==> src/rtl/pong_timing_pkg.sv <==
// Shared timing constants and count type for the Pong video timing chain.
// Contents:
//   CNT_W          - width of the H/V counts
//   vcount_t       - 9-bit unsigned count
//   DEF_*          - default line/frame totals and blank/sync boundaries
//   in_window()    - half-open range test lo <= c < hi
package pong_timing_pkg;

    localparam int unsigned CNT_W = 9;

    typedef logic [CNT_W-1:0] vcount_t;

    localparam int unsigned DEF_H_TOTAL      = 455;
    localparam int unsigned DEF_V_TOTAL      = 262;
    localparam int unsigned DEF_H_BLANK_END  = 80;
    localparam int unsigned DEF_H_SYNC_START = 32;
    localparam int unsigned DEF_H_SYNC_END   = 64;
    localparam int unsigned DEF_V_BLANK_END  = 16;
    localparam int unsigned DEF_V_SYNC_START = 4;
    localparam int unsigned DEF_V_SYNC_END   = 8;

    // Half-open window decode used for hsync/vsync.
    function automatic logic in_window(vcount_t c, vcount_t lo, vcount_t hi);
        return (c >= lo) && (c < hi);
    endfunction

endpackage

==> src/rtl/pong_video_timing_if.sv <==
// Video timing bundle carried from the timing generator to the playfield decodes.
// Signals:
//   hcnt, vcnt       - horizontal / vertical counts
//   hreset, vreset   - last pixel of line / last line of frame
//   hblank, vblank   - blanking flags, active high
//   hsync, vsync     - sync pulses, active high
// Modports: master (timing generator drives), slave (decode logic reads).
interface pong_video_timing_if;
    import pong_timing_pkg::*;

    vcount_t hcnt;
    vcount_t vcnt;
    logic    hreset;
    logic    vreset;
    logic    hblank;
    logic    vblank;
    logic    hsync;
    logic    vsync;

    modport master (
        output hcnt, vcnt, hreset, vreset, hblank, vblank, hsync, vsync
    );

    modport slave (
        input  hcnt, vcnt, hreset, vreset, hblank, vblank, hsync, vsync
    );

endinterface

==> src/rtl/pong_modcnt.sv <==
// Modulo-N counter with enable, terminal-count decode and async active-low clear.
// Ports:
//   i_clk     - clock
//   i_rst_n   - asynchronous active-low clear
//   i_en      - count enable
//   o_cnt     - registered count, 0..N-1
//   o_next_c  - value the count takes on the next enabled edge
//   o_tc_c    - terminal count (count at or above N-1)
module pong_modcnt
    import pong_timing_pkg::*;
#(
    parameter int unsigned N = 2
) (
    input  logic    i_clk,
    input  logic    i_rst_n,
    input  logic    i_en,
    output vcount_t o_cnt,
    output vcount_t o_next_c,
    output logic    o_tc_c
);

    localparam vcount_t LAST = vcount_t'(N - 1);

    vcount_t r_cnt;

    // Anything at or beyond N-1 is terminal, so a corrupted count recovers on the next enable.
    assign o_tc_c   = (r_cnt >= LAST);
    assign o_next_c = o_tc_c ? '0 : (r_cnt + vcount_t'(1));
    assign o_cnt    = r_cnt;

    always_ff @(posedge i_clk or negedge i_rst_n) begin
        if (!i_rst_n) begin
            r_cnt <= '0;
        end else if (i_en) begin
            r_cnt <= o_next_c;
        end
    end

endmodule

==> src/rtl/pong_video_timing.sv <==
// Synchronous Pong horizontal/vertical timing generator: H/V counts, blanking,
// sync and line/frame reset decodes, all in the clk domain.
// Ports:
//   ce      - pixel clock enable (only when PONG_TIMING_CE_EN is defined)
//   clk     - pixel clock
//   _reset  - asynchronous active-low reset
//   o_vid   - timing bundle (pong_video_timing_if.master)
// Build option: define PONG_TIMING_CE_EN to add the ce port; otherwise the
// block advances on every clk.
module pong_video_timing
    import pong_timing_pkg::*;
#(
    parameter int unsigned H_TOTAL      = DEF_H_TOTAL,
    parameter int unsigned V_TOTAL      = DEF_V_TOTAL,
    parameter int unsigned H_BLANK_END  = DEF_H_BLANK_END,
    parameter int unsigned H_SYNC_START = DEF_H_SYNC_START,
    parameter int unsigned H_SYNC_END   = DEF_H_SYNC_END,
    parameter int unsigned V_BLANK_END  = DEF_V_BLANK_END,
    parameter int unsigned V_SYNC_START = DEF_V_SYNC_START,
    parameter int unsigned V_SYNC_END   = DEF_V_SYNC_END
) (
`ifdef PONG_TIMING_CE_EN
    input  logic ce,
`endif
    input  logic clk,
    input  logic _reset,
    pong_video_timing_if.master o_vid
);

    localparam vcount_t HB_END = vcount_t'(H_BLANK_END);
    localparam vcount_t HS_BEG = vcount_t'(H_SYNC_START);
    localparam vcount_t HS_END = vcount_t'(H_SYNC_END);
    localparam vcount_t VB_END = vcount_t'(V_BLANK_END);
    localparam vcount_t VS_BEG = vcount_t'(V_SYNC_START);
    localparam vcount_t VS_END = vcount_t'(V_SYNC_END);

    logic    w_adv;
    logic    w_vadv;
    vcount_t w_hcnt;
    vcount_t w_hnext;
    logic    w_htc;
    vcount_t w_vcnt;
    vcount_t w_vnext;
    logic    w_vtc;

    logic    r_hblank;
    logic    r_vblank;
    logic    r_hsync;
    logic    r_vsync;

`ifdef PONG_TIMING_CE_EN
    assign w_adv = ce;
`else
    assign w_adv = 1'b1;
`endif

    // Lines advance on the pixel step that leaves the last pixel of a line.
    assign w_vadv = w_adv & w_htc;

    pong_modcnt #(.N(H_TOTAL)) u_hcnt (
        .i_clk    (clk),
        .i_rst_n  (_reset),
        .i_en     (w_adv),
        .o_cnt    (w_hcnt),
        .o_next_c (w_hnext),
        .o_tc_c   (w_htc)
    );

    pong_modcnt #(.N(V_TOTAL)) u_vcnt (
        .i_clk    (clk),
        .i_rst_n  (_reset),
        .i_en     (w_vadv),
        .o_cnt    (w_vcnt),
        .o_next_c (w_vnext),
        .o_tc_c   (w_vtc)
    );

    // Blank flags are set/cleared from the counter's next value so they stay
    // aligned with the registered count; sync is a registered window decode.
    always_ff @(posedge clk or negedge _reset) begin
        if (!_reset) begin
            r_hblank <= 1'b1;
            r_vblank <= 1'b1;
            r_hsync  <= 1'b0;
            r_vsync  <= 1'b0;
        end else begin
            if (w_adv) begin
                if (w_hnext == '0) begin
                    r_hblank <= 1'b1;
                end else if (w_hnext == HB_END) begin
                    r_hblank <= 1'b0;
                end
                r_hsync <= in_window(w_hnext, HS_BEG, HS_END);
            end
            if (w_vadv) begin
                if (w_vnext == '0) begin
                    r_vblank <= 1'b1;
                end else if (w_vnext == VB_END) begin
                    r_vblank <= 1'b0;
                end
                r_vsync <= in_window(w_vnext, VS_BEG, VS_END);
            end
        end
    end

    assign o_vid.hcnt   = w_hcnt;
    assign o_vid.vcnt   = w_vcnt;
    assign o_vid.hreset = w_htc;
    assign o_vid.vreset = w_vtc;
    assign o_vid.hblank = r_hblank;
    assign o_vid.vblank = r_vblank;
    assign o_vid.hsync  = r_hsync;
    assign o_vid.vsync  = r_vsync;

endmodule

==> src/flat_wrapper.sv <==
// flat-port wrapper written by rule: the top's interface ports become plain ports
module pong_video_timing_flat import pong_timing_pkg::*;
#(
    parameter int unsigned H_TOTAL      = DEF_H_TOTAL,
    parameter int unsigned V_TOTAL      = DEF_V_TOTAL,
    parameter int unsigned H_BLANK_END  = DEF_H_BLANK_END,
    parameter int unsigned H_SYNC_START = DEF_H_SYNC_START,
    parameter int unsigned H_SYNC_END   = DEF_H_SYNC_END,
    parameter int unsigned V_BLANK_END  = DEF_V_BLANK_END,
    parameter int unsigned V_SYNC_START = DEF_V_SYNC_START,
    parameter int unsigned V_SYNC_END   = DEF_V_SYNC_END
)
  (clk, _reset, o_vid_hcnt, o_vid_vcnt, o_vid_hreset, o_vid_vreset, o_vid_hblank, o_vid_vblank, o_vid_hsync, o_vid_vsync);
  pong_video_timing_if o_vid_i ();
  input  logic clk;
  input  logic _reset;
  output wire logic [$bits(o_vid_i.hcnt)-1:0] o_vid_hcnt;
  output wire logic [$bits(o_vid_i.vcnt)-1:0] o_vid_vcnt;
  output wire logic [$bits(o_vid_i.hreset)-1:0] o_vid_hreset;
  output wire logic [$bits(o_vid_i.vreset)-1:0] o_vid_vreset;
  output wire logic [$bits(o_vid_i.hblank)-1:0] o_vid_hblank;
  output wire logic [$bits(o_vid_i.vblank)-1:0] o_vid_vblank;
  output wire logic [$bits(o_vid_i.hsync)-1:0] o_vid_hsync;
  output wire logic [$bits(o_vid_i.vsync)-1:0] o_vid_vsync;
  assign o_vid_hcnt = o_vid_i.hcnt;
  assign o_vid_vcnt = o_vid_i.vcnt;
  assign o_vid_hreset = o_vid_i.hreset;
  assign o_vid_vreset = o_vid_i.vreset;
  assign o_vid_hblank = o_vid_i.hblank;
  assign o_vid_vblank = o_vid_i.vblank;
  assign o_vid_hsync = o_vid_i.hsync;
  assign o_vid_vsync = o_vid_i.vsync;
  pong_video_timing #(.H_TOTAL(H_TOTAL), .V_TOTAL(V_TOTAL), .H_BLANK_END(H_BLANK_END), .H_SYNC_START(H_SYNC_START), .H_SYNC_END(H_SYNC_END), .V_BLANK_END(V_BLANK_END), .V_SYNC_START(V_SYNC_START), .V_SYNC_END(V_SYNC_END)) u_core (.clk(clk), ._reset(_reset), .o_vid(o_vid_i));
endmodule
==> config.mk <==
export PLATFORM = sky130hd
export DESIGN_NAME = pong_video_timing_flat
export DESIGN_NICKNAME = d
export VERILOG_FILES = /design/src/rtl/pong_timing_pkg.sv /design/src/rtl/pong_video_timing_if.sv /design/src/rtl/pong_modcnt.sv /design/src/rtl/pong_video_timing.sv /design/src/flat_wrapper.sv
export SDC_FILE = /design/constraint.sdc
export NUM_CORES = 1
export LEC_CHECK = 0
export BUFFER_PORTS_ARGS = -buffer_cell sky130_fd_sc_hd__clkbuf_2
export CAP_MARGIN = 20
export CORE_ASPECT_RATIO = 1.75
export CORE_MARGIN = 10
export CORE_UTILIZATION = 43
export DETAILED_ROUTE_END_ITERATION = 8
export GPL_ROUTABILITY_DRIVEN = 0
export GPL_TIMING_DRIVEN = 0
export PLACE_DENSITY_LB_ADDON = 0.25
export SLEW_MARGIN = 20
export SYNTH_ARGS = -nofsm -noshare
export SYNTH_HDL_FRONTEND = slang
export SYNTH_HIERARCHICAL = 1
export SYNTH_SLANG_ARGS = --single-unit
==> constraint.sdc <==
create_clock -name clk -period 3.4 [get_ports clk]
set_clock_uncertainty 0.2 [all_clocks]
set_input_delay 0.68 -clock clk [delete_from_list [all_inputs] [get_ports clk]]
set_output_delay 0.68 -clock clk [all_outputs]
set_load 0.02 [all_outputs]
# Yosys cells after proc, flatten, opt, wreduce, memory -nomap -nowiden
# Index checks and enable logic that the tools add are counted.
word_totals:
  regBits: 22
  input_bits: 2
  out_inout_bits: 24
classes:
  n_addsub: 2
  magnitude_cmp: 6
  eq_ne: 2
  n_mux: 6
  reduce_logical: 7
op_table:
  columns: ["operator", "n"]
  rows:
  - ["9-bit by 1-bit adder with 9-bit output, second input constant", 2]
  - ["9-bit >= comparator, second input constant", 2]
  - ["9-bit logical NOT", 2]
  - ["9-bit two-way mux", 2]
  - ["9-bit by 5-bit == test with 1-bit output, second input constant", 1]
  - ["9-bit by 7-bit == test with 1-bit output, second input constant", 1]
  - ["9-bit by 3-bit >= comparator with 1-bit output, second input constant", 1]
  - ["9-bit by 6-bit >= comparator with 1-bit output, second input constant", 1]
  - ["9-bit by 4-bit < comparator with 1-bit output, second input constant", 1]
  - ["9-bit by 7-bit < comparator with 1-bit output, second input constant", 1]
  - ["1-bit two-way mux", 4]
  - ["2-bit nonzero test", 2]
  - ["1-bit logical AND", 2]
  - ["2-bit AND reduction", 1]

# Logic depth before layout (Yosys ltp)
depth:
  ltp_word: 5
  ltp_mapped: 9
  depth_no_buf: 8

# Hierarchy
# Netlist, hierarchy kept.
modules_own_cells:
  columns: ["module", "instances", "cells_each", "area_per_inst_um2", "seq_area_each_um2"]
  rows:
  - ["pong_modcnt (u_core.u_vcnt)", 1, 72, 654.4, 225.2]
  - ["pong_modcnt (u_core.u_hcnt)", 1, 66, 598.1, 225.2]
  - ["pong_video_timing", 1, 22, 232.7, 102.6]

# Least setup slack after synthesis
# No wires, ideal clock.
synth_path:
  kind: "reg-to-reg"
  from: "register u_core.u_hcnt.r_cnt[0], in the netlist u_core/u_hcnt/o_cnt[0]"
  to: "register u_core.r_hblank, in the netlist u_core/o_vid.hblank"
  setup_time_ns: 0.088
  arrival_ns: 2.229
  t_required_ns: 3.112
  path_slack_ns: 0.882
  stages_incl_launch_ff: 10
  n_path_buf: 1
  path_cell_list: "dfrtp_1 inv_1 ha_1 o21ai_0 a21oi_2 buf_2 nor2_1 nor4_4 a21boi_1 or3b_1"
synth_between:
  elab_chain_len: 4
  word_cells_on_any_way: 7
synth_lines:
  columns: ["element", "line", "rtl"]
  rows:
  - ["from (decl)", "pong_modcnt.sv:24", "vcount_t r_cnt;"]
  - ["from (signal assigned)", "pong_modcnt.sv:35", "r_cnt <= o_next_c;"]
  - ["9-bit >= comparator *", "pong_modcnt.sv:27", "assign o_tc_c = (r_cnt >= LAST);"]
  - ["named net o_vid_hreset", "flat_wrapper.sv:19", "output wire logic [$bits(o_vid_i.hreset)-1:0] o_vid_hreset;"]
  - ["9-bit two-way mux *", "pong_modcnt.sv:28", "assign o_next_c = o_tc_c ? '0 : (r_cnt + vcount_t'(1));"]
  - ["named net u_core.w_hnext[7]", "pong_video_timing.sv:40", "vcount_t w_hnext;"]
  - ["9-bit by 7-bit == test with 1-bit output or 9-bit logical NOT (tied branches)", "pong_video_timing.sv:90, pong_video_timing.sv:88", null]
  - ["2-bit nonzero test (no line) or 1-bit two-way mux (tied branches)", null, null]
  - ["to (signal assigned)", "pong_video_timing.sv:82", "r_hblank <= 1'b1;"]
  - ["to (signal assigned)", "pong_video_timing.sv:89", "r_hblank <= 1'b1;"]
  - ["to (signal assigned)", "pong_video_timing.sv:91", "r_hblank <= 1'b0;"]
  - ["to (decl)", "pong_video_timing.sv:46", "logic r_hblank;"]
# Mark *: on every way through the listed nets, which the timed path passes. The rest lies on a longest branch.
# A chain may end at the register's enable or synchronous reset.

# Final worst setup path
layout_path:
  from: "register u_core.u_hcnt.r_cnt[0], in the netlist u_core/u_hcnt/o_cnt[0]"
  to: "output port o_vid_hreset"
layout_between:
  elab_chain_len: 1
layout_lines:
  columns: ["element", "line"]
  rows:
  - ["9-bit >= comparator", "pong_modcnt.sv:27"]
  - ["to (decl)", "flat_wrapper.sv:19"]
# No other way between the ends.

==> results.json <==
{
  "ys_ff_latch": 22,
  "routed_wl_mm": 3.73,
  "finalSetupTns_ns": 0,
  "layout_commonest_cell": "clkbuf_2",
  "die-area_mm2": 0.00630,
  "finalMaxSlewViolations": 0,
  "wl_per_cell_um": 15.8,
  "ys.warnings.count": 6,
  "syn_area_mm2": 0.00149,
  "critPathSlowestCell": "dfrtp_1",
  "cts.repair.resized": 0,
  "fillers": 358,
  "via_per_inst": 5.62,
  "final_nets": 199,
  "cap_violations": 0,
  "grt_max_degree": 23,
  "synth_compound_area_share_pct": 17.7,
  "ir_drop_v": 0.000352,
  "slowest_delay_ns": 0.44,
  "synthArstFlopShare_pct": 100,
  "core_mm2": 0.00336,
  "cts_hold_buf": 0,
  "fin_crit_sh_pct": 85.6,
  "rsz0062_at_grt": "no",
  "period_needed_ns": 2.91,
  "critPathMaxFanout": 17,
  "die_x_um": 64.4,
  "cts_setup_buffers": 0,
  "synth_top_family_by_area": "simple AND/OR/NAND/NOR gates",
  "clock-sinks": 22,
  "row_count": 28,
  "relSlewSlack_pct": 60.9,
  "drc_errors": 0,
  "synth_top_area_share_pct": 33.7,
  "grt_pass1_vias": 1416,
  "io-pin-count": 26,
  "worstPathArrival_ns": 2.03,
  "grt.met3_usage_pct": 3.43,
  "setup_viol": 0,
  "synthDistinctLibCells": 50,
  "synth-adder-area-share_pct": 3.37,
  "synth.area.top_cells": "dfrtp_1, nor2_1, dfstp_2",
  "met2_usage_pct": 22.8,
  "antenna_found_initial": 0,
  "synth_simple_gate_area_share_pct": 28.4,
  "clk_pin_slew_worst_paths_ns": 0.08,
  "synth_ff_type": "dfrtp_1",
  "start_util_pct": 44.2,
  "synth-edff-count": 0,
  "io_buffers": 25,
  "final_antenna_net_count": 0,
  "grt_pass1_wl_mm": 6.20,
  "track_usage_pct": 11.8,
  "numCtsBuffers": 3,
  "clk_latency_ns": 0.26,
  "drt_first_iter_violations": 48,
  "die_height_um": 97.7,
  "min_path_type": "in -> async",
  "required_ns": 2.52,
  "grt_busiest_layer": "met2",
  "ys_seq_area_share_pct": 37.2,
  "yosysTopAreaCell": "dfrtp_1",
  "synth_cells": 160,
  "area.growth.synth_to_final_pct": 16.7,
  "timing.fmax_ghz": 0.344,
  "grt_overflow": 0,
  "root_buffer": "clkbuf_8",
  "power_leakage_nw": 0.787,
  "path_cells": "inv_1 -> ha_1 -> o21ai_0 -> a21oi_2 -> buf_2 -> clkbuf_2",
  "start_kind": "flip-flop",
  "drive_gt1_share_pct": 25.5,
  "antennaDiodeCount": 0,
  "cellPowerDensity_mw_per_mm2": 532,
  "post_synth_xor_area_fraction_pct": 4.13,
  "synthMuxAreaShare_pct": 4.89,
  "status": "complete, no violations",
  "criticalPathCategory": "reg -> out",
  "worstMarginPinSlew_ns": 0.586,
  "dr.pass1.iters": 4,
  "cp-end-kind": "primary output",
  "h-tree-depth": 1,
  "hold_viol": 0,
  "syn_avg_cell_area_um2": 9.28,
  "dp_hpwl_mm": 2.91,
  "met1_usage_pct": 10.2,
  "dr_total_vias": 1331,
  "cts_buffer_depth": 2,
  "final_cell_mix": "clkbuf_2, dfrtp_1, nor2_1, o21ai_0, a21oi_1",
  "fin_util_pct": 51.5,
  "cts_tree": "built"
}
## cell families after synthesis
family                   count (synthesis)
other                                    1
AND/OR/NAND/NOR                         69
buffers and inverters                   12
flip-flops                              22
adder cells (fa/ha/maj)                  4
XOR/XNOR                                 7
multiplexers                             7
AO/OA/AOI/OAI                           38
## Yosys cell counts, types with 4 or more instances
cell type / instances
a21oi_1: 9
and3_1: 6
dfrtp_1: 20
ha_1: 4
inv_1: 5
mux2i_1: 5
nand2_1: 7
nand2b_1: 6
nand3_1: 6
nor2_1: 19
nor3_1: 5
o21ai_0: 9
o2bb2ai_1: 5
xnor2_1: 4
## area by class of cell
class                   instances  area (µm²)  area share [%]
multi-input cells             129         883            51.0
well taps                      45        56.3            3.25
plain buffers                   7        41.3            2.38
flip-flops and latches         22         553            31.9
repair buffers                 25         125            7.22
clock buffers                   4        55.1            3.18
inverters                       5        18.8            1.08
## per-layer routing
layer  vias up  wire (µm)
met5         -          0
li1        632          -
met4         0        133
met3        12        249
met2        44       2060
met1       643       1290
## where the power goes
group          internal (W)  switching, W
sequential         0.000308     0.0000658
combinational      0.000144      0.000216
clock              0.000103     0.0000842
total              0.000555      0.000366
## worst paths after layout
| path | from | end | slack (ns) | cells after the start |
|---|---|---|---|---|
| worst max-delay path | u_core/u_hcnt/o_cnt[0] | o_vid_hreset | 0.49 | 6 |
| max in group asynchronous | _reset | u_core/u_vcnt/o_cnt[1] | 2.41 | 1 |
| worst min-delay path | _reset | u_core/u_vcnt/o_cnt[5] | 0.20 | 1 |
| worst max register to register | u_core/u_hcnt/o_cnt[0] | u_core/o_vid.hblank | 0.68 | 9 |
| min in group clk | u_core/o_vid.vblank | u_core/o_vid.vblank | 0.28 | 2 |
| worst min register to register | u_core/o_vid.vblank | u_core/o_vid.vblank | 0.28 | 2 |
## critical path, delay by kind of cell (launching register included)
family	cells	cell delay (ns)
adders and majority gates	1	0.15
AOI/OAI and AO/OA	2	0.44
buffers and inverters	3	0.75
DFF	1	0.44
## state kept, by name, indices dropped and copies added, names as in the netlist
signal and cells:
u_core/u_hcnt/o_cnt 9, u_core/u_vcnt/o_cnt 9, u_core/o_vid.hblank 1, u_core/o_vid.hsync 1
u_core/o_vid.vblank 1, u_core/o_vid.vsync 1
## stage by stage
stage | setup WS [ns] | total power [W] | hold slack [ns] | instances | cell area (µm²)
2_1_floorplan | 0.882 | 0.000625 | 0.184 | 163 | 1500
3_3_place_gp | 0.776 | 0.000724 | 0.266 | 233 | 1680
3_5_place_dp | 0.696 | 0.000740 | 0.270 | 233 | 1680
4_1_cts | 0.475 | 0.000933 | 0.218 | 237 | 1730
5_1_grt | 0.324 | 0.000978 | 0.240 | 237 | 1730
6_report | 0.490 | 0.000921 | 0.204 | 237 | 1730
(Power assumes the default switching activity.)
